## src/rtl/memory_pipe_be.sv

```systemverilog
// Byte-enabled word memory with a fixed-latency, fully pipelined response path.
// Each accepted request travels through RD_LATENCY stages of {valid, error, data}.
module memory_pipe_be #(
  parameter int ADDR_WIDTH = 4,
  parameter int DATA_WIDTH = 32,
  parameter int MEM_SIZE   = 16,
  parameter int RD_LATENCY = 1
) (
  input  logic                    clk,
  input  logic                    reset,
  input  logic                    wr,
  input  logic                    rd,
  input  logic [ADDR_WIDTH-1:0]   addr,
  input  logic [DATA_WIDTH-1:0]   wdata,
  input  logic [DATA_WIDTH/8-1:0] be,
  output logic [DATA_WIDTH-1:0]   rdata,
  output logic                    response,
  output logic                    error
);

  localparam int NB = DATA_WIDTH / 8;
  // One extra bit so MEM_SIZE == 2**ADDR_WIDTH is representable.
  localparam logic [ADDR_WIDTH:0] MEM_LIMIT = (ADDR_WIDTH + 1)'(MEM_SIZE);

  logic [DATA_WIDTH-1:0] mem_q [MEM_SIZE];
  logic [DATA_WIDTH-1:0] mem_d [MEM_SIZE];
  logic [RD_LATENCY-1:0] vld_q;
  logic [RD_LATENCY-1:0] err_q;
  logic [DATA_WIDTH-1:0] dat_q [RD_LATENCY];

  logic                  req_s;
  logic                  in_range_s;
  logic                  err_s;
  logic                  wr_ok_s;
  logic                  rd_ok_s;
  logic [DATA_WIDTH-1:0] rd_word_s;
  logic [DATA_WIDTH-1:0] stage_data_s;

  // Request classification
  always_comb begin
    req_s      = wr | rd;
    in_range_s = ({1'b0, addr} < MEM_LIMIT);
    err_s      = req_s & ((wr & rd) | ~in_range_s);
    wr_ok_s    = wr & ~rd & in_range_s;
    rd_ok_s    = rd & ~wr & in_range_s;
  end

  // Read mux and first-stage data; writes and errors carry zero data
  always_comb begin
    rd_word_s = '0;
    for (int i = 0; i < MEM_SIZE; i++) begin
      rd_word_s = rd_word_s | ((addr == ADDR_WIDTH'(i)) ? mem_q[i] : '0);
    end
    stage_data_s = rd_ok_s ? rd_word_s : '0;
  end

  // Byte-masked memory next state
  always_comb begin
    mem_d = mem_q;
    for (int i = 0; i < MEM_SIZE; i++) begin
      for (int b = 0; b < NB; b++) begin
        mem_d[i][8*b +: 8] = (wr_ok_s && (addr == ADDR_WIDTH'(i)) && be[b])
                             ? wdata[8*b +: 8] : mem_q[i][8*b +: 8];
      end
    end
  end

  // Memory storage, cleared by reset
  always_ff @(posedge clk or negedge reset) begin
    if (!reset) begin
      for (int i = 0; i < MEM_SIZE; i++) begin
        mem_q[i] <= '0;
      end
    end else begin
      for (int i = 0; i < MEM_SIZE; i++) begin
        mem_q[i] <= mem_d[i];
      end
    end
  end

  // Response pipeline; reset drops anything in flight
  always_ff @(posedge clk or negedge reset) begin
    if (!reset) begin
      vld_q <= '0;
      err_q <= '0;
      for (int s = 0; s < RD_LATENCY; s++) begin
        dat_q[s] <= '0;
      end
    end else begin
      vld_q[0] <= req_s;
      err_q[0] <= err_s;
      dat_q[0] <= stage_data_s;
      for (int s = 1; s < RD_LATENCY; s++) begin
        vld_q[s] <= vld_q[s-1];
        err_q[s] <= err_q[s-1];
        dat_q[s] <= dat_q[s-1];
      end
    end
  end

  assign response = vld_q[RD_LATENCY-1];
  assign error    = err_q[RD_LATENCY-1];
  assign rdata    = dat_q[RD_LATENCY-1];

endmodule

```

## config.mk

```make
export PLATFORM = sky130hd
export DESIGN_NAME = memory_pipe_be
export DESIGN_NICKNAME = d
export VERILOG_FILES = /design/src/rtl/memory_pipe_be.sv
export SDC_FILE = /design/constraint.sdc
export NUM_CORES = 1
export LEC_CHECK = 0
export BUFFER_PORTS_ARGS = -buffer_cell sky130_fd_sc_hd__buf_2
export CELL_PAD_IN_SITES_DETAIL_PLACEMENT = 1
export CELL_PAD_IN_SITES_GLOBAL_PLACEMENT = 1
export CORE_ASPECT_RATIO = 1.25
export CORE_MARGIN = 2
export CORE_UTILIZATION = 57
export DETAILED_ROUTE_END_ITERATION = 10
export PLACE_DENSITY = 0.94
export SETUP_SLACK_MARGIN = 0.3
export SLEW_MARGIN = 20
export SYNTH_ARGS = -nofsm -noshare
export SYNTH_HDL_FRONTEND = slang
export SYNTH_SLANG_ARGS = --single-unit
```

## constraint.sdc

```tcl
create_clock -name clk -period 3.7 [get_ports clk]
set_input_delay 0 -clock clk [delete_from_list [all_inputs] [get_ports clk]]
set_output_delay 0 -clock clk [all_outputs]
set_load 0.005 [all_outputs]
```

Yosys cells after proc, flatten, opt, wreduce, memory -nomap -nowiden
Index checks and enable logic that the tools add are counted.
{"block": "op_classes", "n_eq_ne": 15, "n_reduce_logical": 81, "bitwise_logic": 22, "mux": 17}
{"op": "$mux 32", "count": 17}
{"op": "$or 32x32->32", "count": 15}
{"op": "$logic_and 1x1->1", "count": 80}
{"op": "$eq 4x4->1 const B", "count": 8}
{"op": "$eq 4x3->1 const B", "count": 4}
{"op": "$eq 4x2->1 const B", "count": 2}
{"op": "$and 1x1->1", "count": 4}
{"op": "$eq 4x1->1 const B", "count": 1}
{"op": "$logic_not 4->1", "count": 1}
{"op": "$not 1->1", "count": 2}
{"op": "$or 1x1->1", "count": 1}
{"block": "word_totals", "elab_cells": 202, "ff_bits": 546, "in_bits": 44, "out_inout_bits": 34}

Depth between registers and ports, before layout
Gate-level depths: netlist (run 1).
{"block": "depth", "ltp_word": 18, "ltp_mapped": 8, "mapped_depth_nobuf": 4}

Worst setup path after synthesis (run 1)
OpenSTA, ideal clock, no wires.
{"block": "synth_path", "path_kind": "input -> register", "from": "input addr[0]", "to": "register dat_q, in the netlist rdata[0]", "slack_ns": 2.321, "required_ns": 3.563, "path_stages": 8, "arrival_time_ns": 1.242, "setup_time_ns": 0.137, "cell_sequence": "buf_4 -> buf_6 -> buf_4 -> buf_6 -> mux2i_1 -> o22ai_1 -> a221oi_1 -> a31oi_1"}
{"block": "synth_between", "elab_chain_len": 18}
{"item": "start: declaration", "line_no": "13", "rtl": "input logic [ADDR_WIDTH-1:0] addr,"}
{"item": "$eq 4x1->1 / $logic_not 4->1 (equally long branches)", "line_no": "52", "rtl": "rd_word_s = rd_word_s | ((addr == ADDR_WIDTH'(i)) ? mem_q[i] : '0);"}
{"item": "$mux 32", "line_no": "52"}
{"item": "$or 32x32->32 (14 in a row)", "line_no": "52"}
{"item": "$or 32x32->32 (*)", "line_no": "52"}
{"item": "$mux 32 (*)", "line_no": "54", "rtl": "stage_data_s = rd_ok_s ? rd_word_s : '0;"}
{"item": "via stage_data_s[0]", "line_no": "37", "rtl": "logic [DATA_WIDTH-1:0] stage_data_s;"}
{"item": "end signal: indexed assignment", "line_no": "96", "rtl": "dat_q[s] <= dat_q[s-1];"}
{"item": "end: declaration", "line_no": "29", "rtl": "logic [DATA_WIDTH-1:0] dat_q [RD_LATENCY];"}
Mark *: on every way through the listed nets, which the timed path passes. The rest lies on a longest branch.
A chain may end at the register's enable or synchronous reset.

Final worst setup path (run 1)
{"block": "layout_path", "from": "input wr", "to": "register mem_q[352] in the netlist's numbering"}
{"block": "layout_between", "elab_chain_len": 3}
{"item": "start: declaration", "line_no": "11", "rtl": "input logic wr,"}
{"item": "$and 1x1->1", "line_no": "44", "rtl": "wr_ok_s = wr & ~rd & in_range_s;"}
{"item": "$logic_and 1x1->1 (2 in a row)", "line_no": "62", "rtl": "mem_d[i][8*b +: 8] = (wr_ok_s && (addr == ADDR_WIDTH'(i)) && be[b])"}
{"item": "end signal: indexed assignment", "line_no": "76", "rtl": "mem_q[i] <= mem_d[i];"}
{"item": "end: declaration", "line_no": "25", "rtl": "logic [DATA_WIDTH-1:0] mem_q [MEM_SIZE];"}
Every way passes these cells.

==> results summary, run 1 <==
The flow ran to the end, and the final reports show no timing, DRC or antenna violations. Power spread over the standard cell area amounts to 543.4 nW/um^2. TritonCTS built the clock tree. The net count of the finished layout is 1,805. The mapped cell area is 24,500 um^2. At the worst endpoint, the required time is 4.19 ns.

The worst setup path is captured at a register. The total setup violations reported at the end of the flow is 0. The top-level I/O count is 78.

The non-filler instance count after layout is 2,362. The total count of max-transition violations in the final report came out at 0. Setup repair after global routing left no endpoint under its margin. The total nets after synthesis came out at 1,720. The final clock period utilization by the worst path came out at 0.6660.

After layout, the design draws a total of 14.97 mW. Input and output buffers added on the ports amount to 77. At the later pin of the worst-skew pair, clock insertion delay measures 0.60 ns. The number of instances in the synthesized netlist is 1,676. The number of global-route vias before repair is 19,440.

The via total after detailed routing is 17,440. In the layout the commonest cells are 546 x dfrtp_1, 494 x mux2_2, 93 x a22o_1, 74 x buf_2, 65 x mux2i_1. The count of placed standard cells including taps came out at 2,226. The die area came out at 44,660 um^2. The final RePlAce weighted congestion is 0.8271. The worst clock skew on the final layout came out at 0.02340 ns. The detailed-route DRC error count came out at 0. The half-perimeter wire length of the detailed placement result is 45,230 um. The worst supply voltage drop on vdd came out at 0.0005179 V.

The highest achievable clock rate came out at 0.4058 GHz. The worst-case headroom to the max-slew limit came out at 0.3104. The vertical extent of the die is 235.8 um. Yosys printed 0 warnings. The maximum number of pins on one net before global-route repair is 133.

Once placement finished, the instance area stood at 25,370 um^2. For this run, the total global-route usage over all layers was measured as 0.4098. The remaining antenna violation count is 0. The share of post-route cells with drive strength above 1 is 0.4470. The number of placement rows came out at 84.

The number of buffers on the longest clock path came out at 3. The first-pass GRT wire length came out at 134,600 um. The top fanout value on the critical path is 11. The shortest clock period the worst path allows after layout is 2.464 ns. The total wirelength of the detailed-routed design is 90,490 um.

The filler cell count is 3,782. The synthesized area per cell is 14.62 um^2. The per-cell via count in the routed design is 7.382. The first-pass iteration count of the detailed router is 5. At the pin with the least slew margin, the transition time is 1.034 ns. The worst min-delay path category is input pin to register. The library cell used most frequently in the layout, excluding fill and tap cells, is dfrtp_1. The area inside the core boundary came out at 42,250 um^2. After detailed routing, the average wire length per cell comes to 38.31 um.

The H-tree level count is 2. After synthesis the netlist holds a flip-flop and latch count of 546. Max-cap violations in this run came to 0. STA classifies the critical path startpoint as an input pin. The post-synthesis to final-layout area growth is 12.44%.

The post-CTS clock slew at the launch and capture registers of the worst setup and hold paths came out at 0.08 ns. The total number of clock tree sinks came out at 546. The number of buffers inserted by post-CTS setup repair is 0. The number of antenna violations at the first check in global routing came to 2. After synthesis, the netlist uses 45 different library cells. The count of endpoints failing hold in the final timing report came out at 0. The die span in x came out at 189.4 um.

The global-route congestion overflow total came out at 0. The final design instance area without fill came out at 27,550 um^2. The sum of negative setup slack came out at 0 ns. The clock buffer count from CTS came out at 53.

For this design the static power due to leakage is 13.07 nW. The detailed router finished its first iteration with 2,165 violations. The clock root buffer is clkbuf_16. Data on the critical path arrives at its endpoint at 2.95 ns. Of the synthesized area, sequential elements account for 0.5577. The initial cell density of the core is 0.5798.

The critical path is of the input pin to register type.
[through the flow]
step / worst slack (ns) / hold slack, ns / utilization
2_1_floorplan: 2.321 / -0.2956 / -
3_3_place_gp: 1.236 / 0.1659 / 0.6005
3_5_place_dp: 1.112 / 0.1937 / 0.6005
4_1_cts: 1.434 / 0.07391 / 0.6502
5_1_grt: 1.288 / 0.09848 / 0.6520
6_report: 1.236 / 0.09973 / 0.6520
[cells in the mapped netlist, drive strengths merged]
cell,count,area share
and3,1,0.00026
nand2,66,0.014
clkbuf,67,0.010
and3b,2,0.00072
o21ai,33,0.0067
and4,1,0.00036
dfrtp,546,0.56
nand3b,1,0.00031
nor3b,2,0.0010
or3,1,0.00026
nor2b,6,0.0015
buf,55,0.014
a22o,93,0.033
or3b,1,0.00036
inv,1,0.00015
nor4,1,0.00087
nand2b,5,0.0013
a31oi,32,0.0082
and2,7,0.0018
nand4,1,0.00026
or2,2,0.00051
o22ai,31,0.0079
mux2i,65,0.027
o32a,1,0.00041
nor2,10,0.0047
mux4,31,0.028
nor3,18,0.011
mux2,513,0.24
a221oi,32,0.011
a21oi,1,0.00020
a32o,32,0.013
nand3,18,0.0061
[flip-flops by register name, indices dropped and copies added (netlist names)]
| name | count |
|---|---|
| mem_q | 512 |
| rdata | 32 |
| error | 1 |
| response | 1 |
[what timing repair did]
| item | CTS | global route |
|---|---|---|
| resized for setup | 0 | 0 |
| hold buffers | 36 | 1 |
| endpoints found under the hold margin | 631 | 31 |
[routing by layer]
metal	wire length (um)	vias to the layer above	track usage
li1	-	6474	-
met1	31940	9039	0.4983
met2	42970	1381	0.6568
met3	8223	542	0.08377
met4	7356	0	0.2854
met5	0	-	0
[worst paths after layout]
kind                                         from                     end  slack (ns)  cells after the start
setup / recovery                               wr  mem_q[352]$_DFFE_PN0P_        1.24                      7
hold / removal                              be[0]  mem_q[130]$_DFFE_PN0P_         0.1                      4
setup reg to reg           mem_q[446]$_DFFE_PN0P_     rdata[30]$_DFF_PN0_        1.84                      4
hold reg to reg            mem_q[154]$_DFFE_PN0P_  mem_q[154]$_DFFE_PN0P_        0.49                      1
max in group asynchronous                   reset  mem_q[433]$_DFFE_PN0P_        2.02                      5
min in group asynchronous                   reset   mem_q[37]$_DFFE_PN0P_        0.42                      3
[worst max-delay path: stages]
cell           delay [ns]
dlygate4sd3_1        0.55
buf_2                0.16
nor2b_1              0.20
buf_4                0.26
and2_1               0.66
nand3_1              0.62
mux2_2               0.48
[where the power goes]
group | switching (mW) | internal, mW
Sequential | 0.606 | 6.73
Clock | 2.55 | 3.13
Combinational | 1.04 | 0.902
Total | 4.21 | 10.8
[logic make-up (layout without fill, tap and decap cells)]
kind of cell,Yosys count,after routing,synth area share
simple gates,143,143,0.04546
mux,609,609,0.2909
buf+inv,123,248,0.02477
flops,546,546,0.5577
compound gates,255,255,0.08121
other cells,0,2,0
[cell type report]
cell class,instances,area (um^2),area share
tap,559,699.4,0.02539
timing repair buffer,152,1150,0.04174
clock buffer,85,1659,0.06023
clock inverter,10,81.33,0.002952
inverter,1,3.754,0.0001363
antenna,2,5.005,0.0001817
sequential,546,13660,0.4960
multi-input combinational,1007,10280,0.3734
No activity file was read; power rests on OpenSTA's default activity.
==> inputs of run 2 (changes only) <==
--- a/config.mk
+++ b/config.mk
@@ -10,9 +10,9 @@
 export CELL_PAD_IN_SITES_GLOBAL_PLACEMENT = 1
 export CORE_ASPECT_RATIO = 1.25
 export CORE_MARGIN = 2
-export CORE_UTILIZATION = 57
+export CORE_UTILIZATION = 48
 export DETAILED_ROUTE_END_ITERATION = 10
-export PLACE_DENSITY = 0.94
+export PLACE_DENSITY = 0.85
 export SETUP_SLACK_MARGIN = 0.3
 export SLEW_MARGIN = 20
 export SYNTH_ARGS = -nofsm -noshare
==> constraint.sdc (replaced) <==
create_clock -name clk -period 2.02 [get_ports clk]
set_input_delay 0 -clock clk [delete_from_list [all_inputs] [get_ports clk]]
set_output_delay 0 -clock clk [all_outputs]
set_load 0.005 [all_outputs]
==> run 2 against run 1 <==
Against the previous run:
- first-iteration DRC count shrank 51%
- wire length fell by 20%
- non-clock buffer count up 54
- clock skew shrank 0.0029 ns
- largest power group unchanged
- highest routed layer is now met5
==> results summary, run 2 (synthesized netlist as in run 1, its figures left out) <==
The run finished with clean final reports. The final layout contains routed wiring with a total length of 72,370 um. The register ranked first by flip-flop count is mem_q. The critical path is of the input pin to register type.

The filler cell count is 4,783. Headroom to the max-slew limit came out at 0.4767. For this block, the initial DRC count from the detailed router was 1,063. The number of antenna violations at the first check in global routing is 1. The per-cell via count in the routed design is 6.327. The instance count along the most critical hold path came out at 4. The critical path goes through dlygate4sd3_1 > buf_2 > nor2b_1 > buf_4 > and2_1 > buf_4 > nand3_2 > mux2_2. In this run the critical register-to-register path is captured at rdata[16]$_DFF_PN0_.

The detailed-route DRC error count came out at 0. The number of nets at the end of the flow is 1,860. TritonCTS created 54 clock buffers.

The depth of the worst register-to-register path is 4. The utilization of the core after routing came out at 0.5627. Global routing finished with a remaining overflow of 0. The die span in x is 206.1 um. Setup violations remaining at the end of the flow were counted as 0.

The clock root buffer is clkbuf_16. The initial utilization of the core area, before any placement, comes to 0.4859. The remaining antenna violation count came out at 0. Input and output buffers added on the ports amount to 77. The worst-case hold slack came out at 0.07784 ns.

The top-level I/O count came out at 78. TritonCTS built the clock tree. The count of endpoints failing hold in the final timing report came out at 0.

Broken down by cell family, the worst path's largest delay share belongs to buffers and inverters. The delay contributed by the slowest stage of the critical path is 0.53 ns. Between clock sinks in the finished design, the worst skew comes to 0.02051 ns. The total leakage power came out at 13.45 nW. Based on the critical path, the design can be clocked at up to 0.5996 GHz. The area growth from synthesis to layout is 15.81%. Dividing the detail-routed wire length by the instance count gives 28.73 um. The buffer and inverter count on the worst path came out at 4. The H-tree level count is 2. At the later pin of the worst-skew pair, clock insertion delay measures 0.60 ns. The startpoint of the worst-slack reg-to-reg timing path is mem_q[464]$_DFFE_PN0P_. The sum of negative setup slack came out at 0 ns. The first global-routing pass estimated 112,400 um of wire. The number of placement rows came out at 92.

In this run the worst hold path is classified as input pin to register. The total count of max-transition violations in the final report came out at 0. The multi-input combinational cells in the finished layout cover a total of 10,290 um^2. At the pin with the least slew margin, the transition time is 0.7850 ns. The critical path capture point type is a register. Routability-driven placement finished with a final weighted congestion of 0.8083. The worst hold endpoint is mem_q[143]$_DFFE_PN0P_.

In the layout the commonest cells are 546 x dfrtp_1, 494 x mux2_2, 93 x a22o_1, 74 x buf_2, 73 x buf_4. The maximum number of pins on one net before global-route repair came out at 93. The internal reg-to-reg setup slack came out at 0.38 ns. STA classifies the critical path startpoint as an input pin. The power per cell area came out at 956.0 nW/um^2. The via total after detailed routing is 15,940.

The die area is 52,870 um^2. The share of post-route cells with drive strength above 1 is 0.4653. The wire-length estimate of the detail-placed layout is 44,130 um. The total number of clock tree sinks is 546. The number of antenna diodes in the final layout is 0. The final clock period utilization by the worst path came out at 0.8257. Setup repair after global routing left no endpoint under its margin. The worst supply voltage drop on vdd came out at 0.0006345 V.

The clock passes through at most 3 buffers. The first-pass iteration count of the detailed router came out at 5. The number of global-route vias before repair is 18,430. The count of max-cap constraint violations is 0. The top fanout value on the critical path came out at 11. For the worst setup path, the data required time is 2.51 ns. At the worst endpoint, the arrival time is 2.15 ns.

The non-filler instance count after layout came out at 2,519. The final design instance area without fill is 28,370 um^2. The worst path in the final design needs a cycle of 1.668 ns, including I/O delays and setup.

Across every metal layer, demand over resource in global routing totals 0.2794. The sequential cells in the finished layout cover a total of 13,660 um^2. The count of placed standard cells including taps came out at 2,380.

Counting stages on the worst path, the most repeated cell is buf_4. After floorplanning, the core was sized to cover 50,420 um^2. In this run the vertical extent of the chip is 256.6 um. The instance area at placement came out at 26,100 um^2. The post-CTS clock slew at the launch and capture registers of the worst setup and hold paths is 0.06 ns.

The number of flip-flops under the largest register name is 512. The startpoint identified for the worst hold timing path is be[1]. Leaving out fill and tap cells, the most frequent cell in the layout is dfrtp_1. On the critical path, the stage with the largest delay is an instance of dlygate4sd3_1.
-- run 2: worst register-to-register path, delay by kind of cell, from the launching register on --
family          cells  cell delay (ns)
compound gates      3             0.87
mux                 1             0.16
flops               1             0.39
-- run 2: final cells by class --
class / instances / area share
Sequential cell: 546 / 0.4816
Clock buffer: 81 / 0.05654
Multi-Input combinational cell: 1007 / 0.3629
Clock inverter: 20 / 0.009041
Timing Repair Buffer: 206 / 0.06082
Tap cell: 658 / 0.02902
Inverter: 1 / 0.0001323
-- run 2: stage by stage --
stage	worst slack [ns]	power, mW
after floorplan	0.6411	15.14
after global placement	0.2104	16.08
after detailed placement	0.1681	16.48
after CTS	0.3463	27.23
after global routing	0.2935	28.02
final	0.3521	27.12
-- run 2: layer usage --
| metal | global-route usage | part of all wire | vias to the layer above |
|---|---|---|---|
| li1 | - | - | 6599 |
| met3 | 0.04207 | 0.052 | 247 |
| met4 | 0.1452 | 0.050 | 2 |
| met1 | 0.3406 | 0.38 | 8513 |
| met2 | 0.4773 | 0.51 | 577 |
| met5 | 0 | 0.00019 | - |
-- run 2: repair_timing --
action | in CTS | in global routing
endpoints found under the setup margin | 0 | 17
resized for setup | 0 | 2
setup buffers | 0 | 1
endpoints found under the hold margin | 1060 | 0
hold buffers | 37 | 0
-- run 2: power breakdown --
group | switching (mW) | internal (mW) | total (mW)
logic | 1.61 | 1.71 | 3.33
clock network | 4.39 | 6.24 | 10.6
registers | 0.827 | 12.3 | 13.2
-- run 2: how the worst max path moves through the flow --
stage / slack [ns] / from / endpoint / cells past startpoint
2_1_floorplan: 0.64 / addr[0] / rdata[0]$_DFF_PN0_ / 8
4_1_cts: 0.35 / rd / mem_q[23]$_DFFE_PN0P_ / 7
3_5_place_dp: 0.17 / addr[1] / mem_q[180]$_DFFE_PN0P_ / 5
6_report: 0.35 / rd / mem_q[479]$_DFFE_PN0P_ / 8
5_1_grt: 0.29 / rd / mem_q[457]$_DFFE_PN0P_ / 8
3_3_place_gp: 0.21 / addr[1] / rdata[5]$_DFF_PN0_ / 7
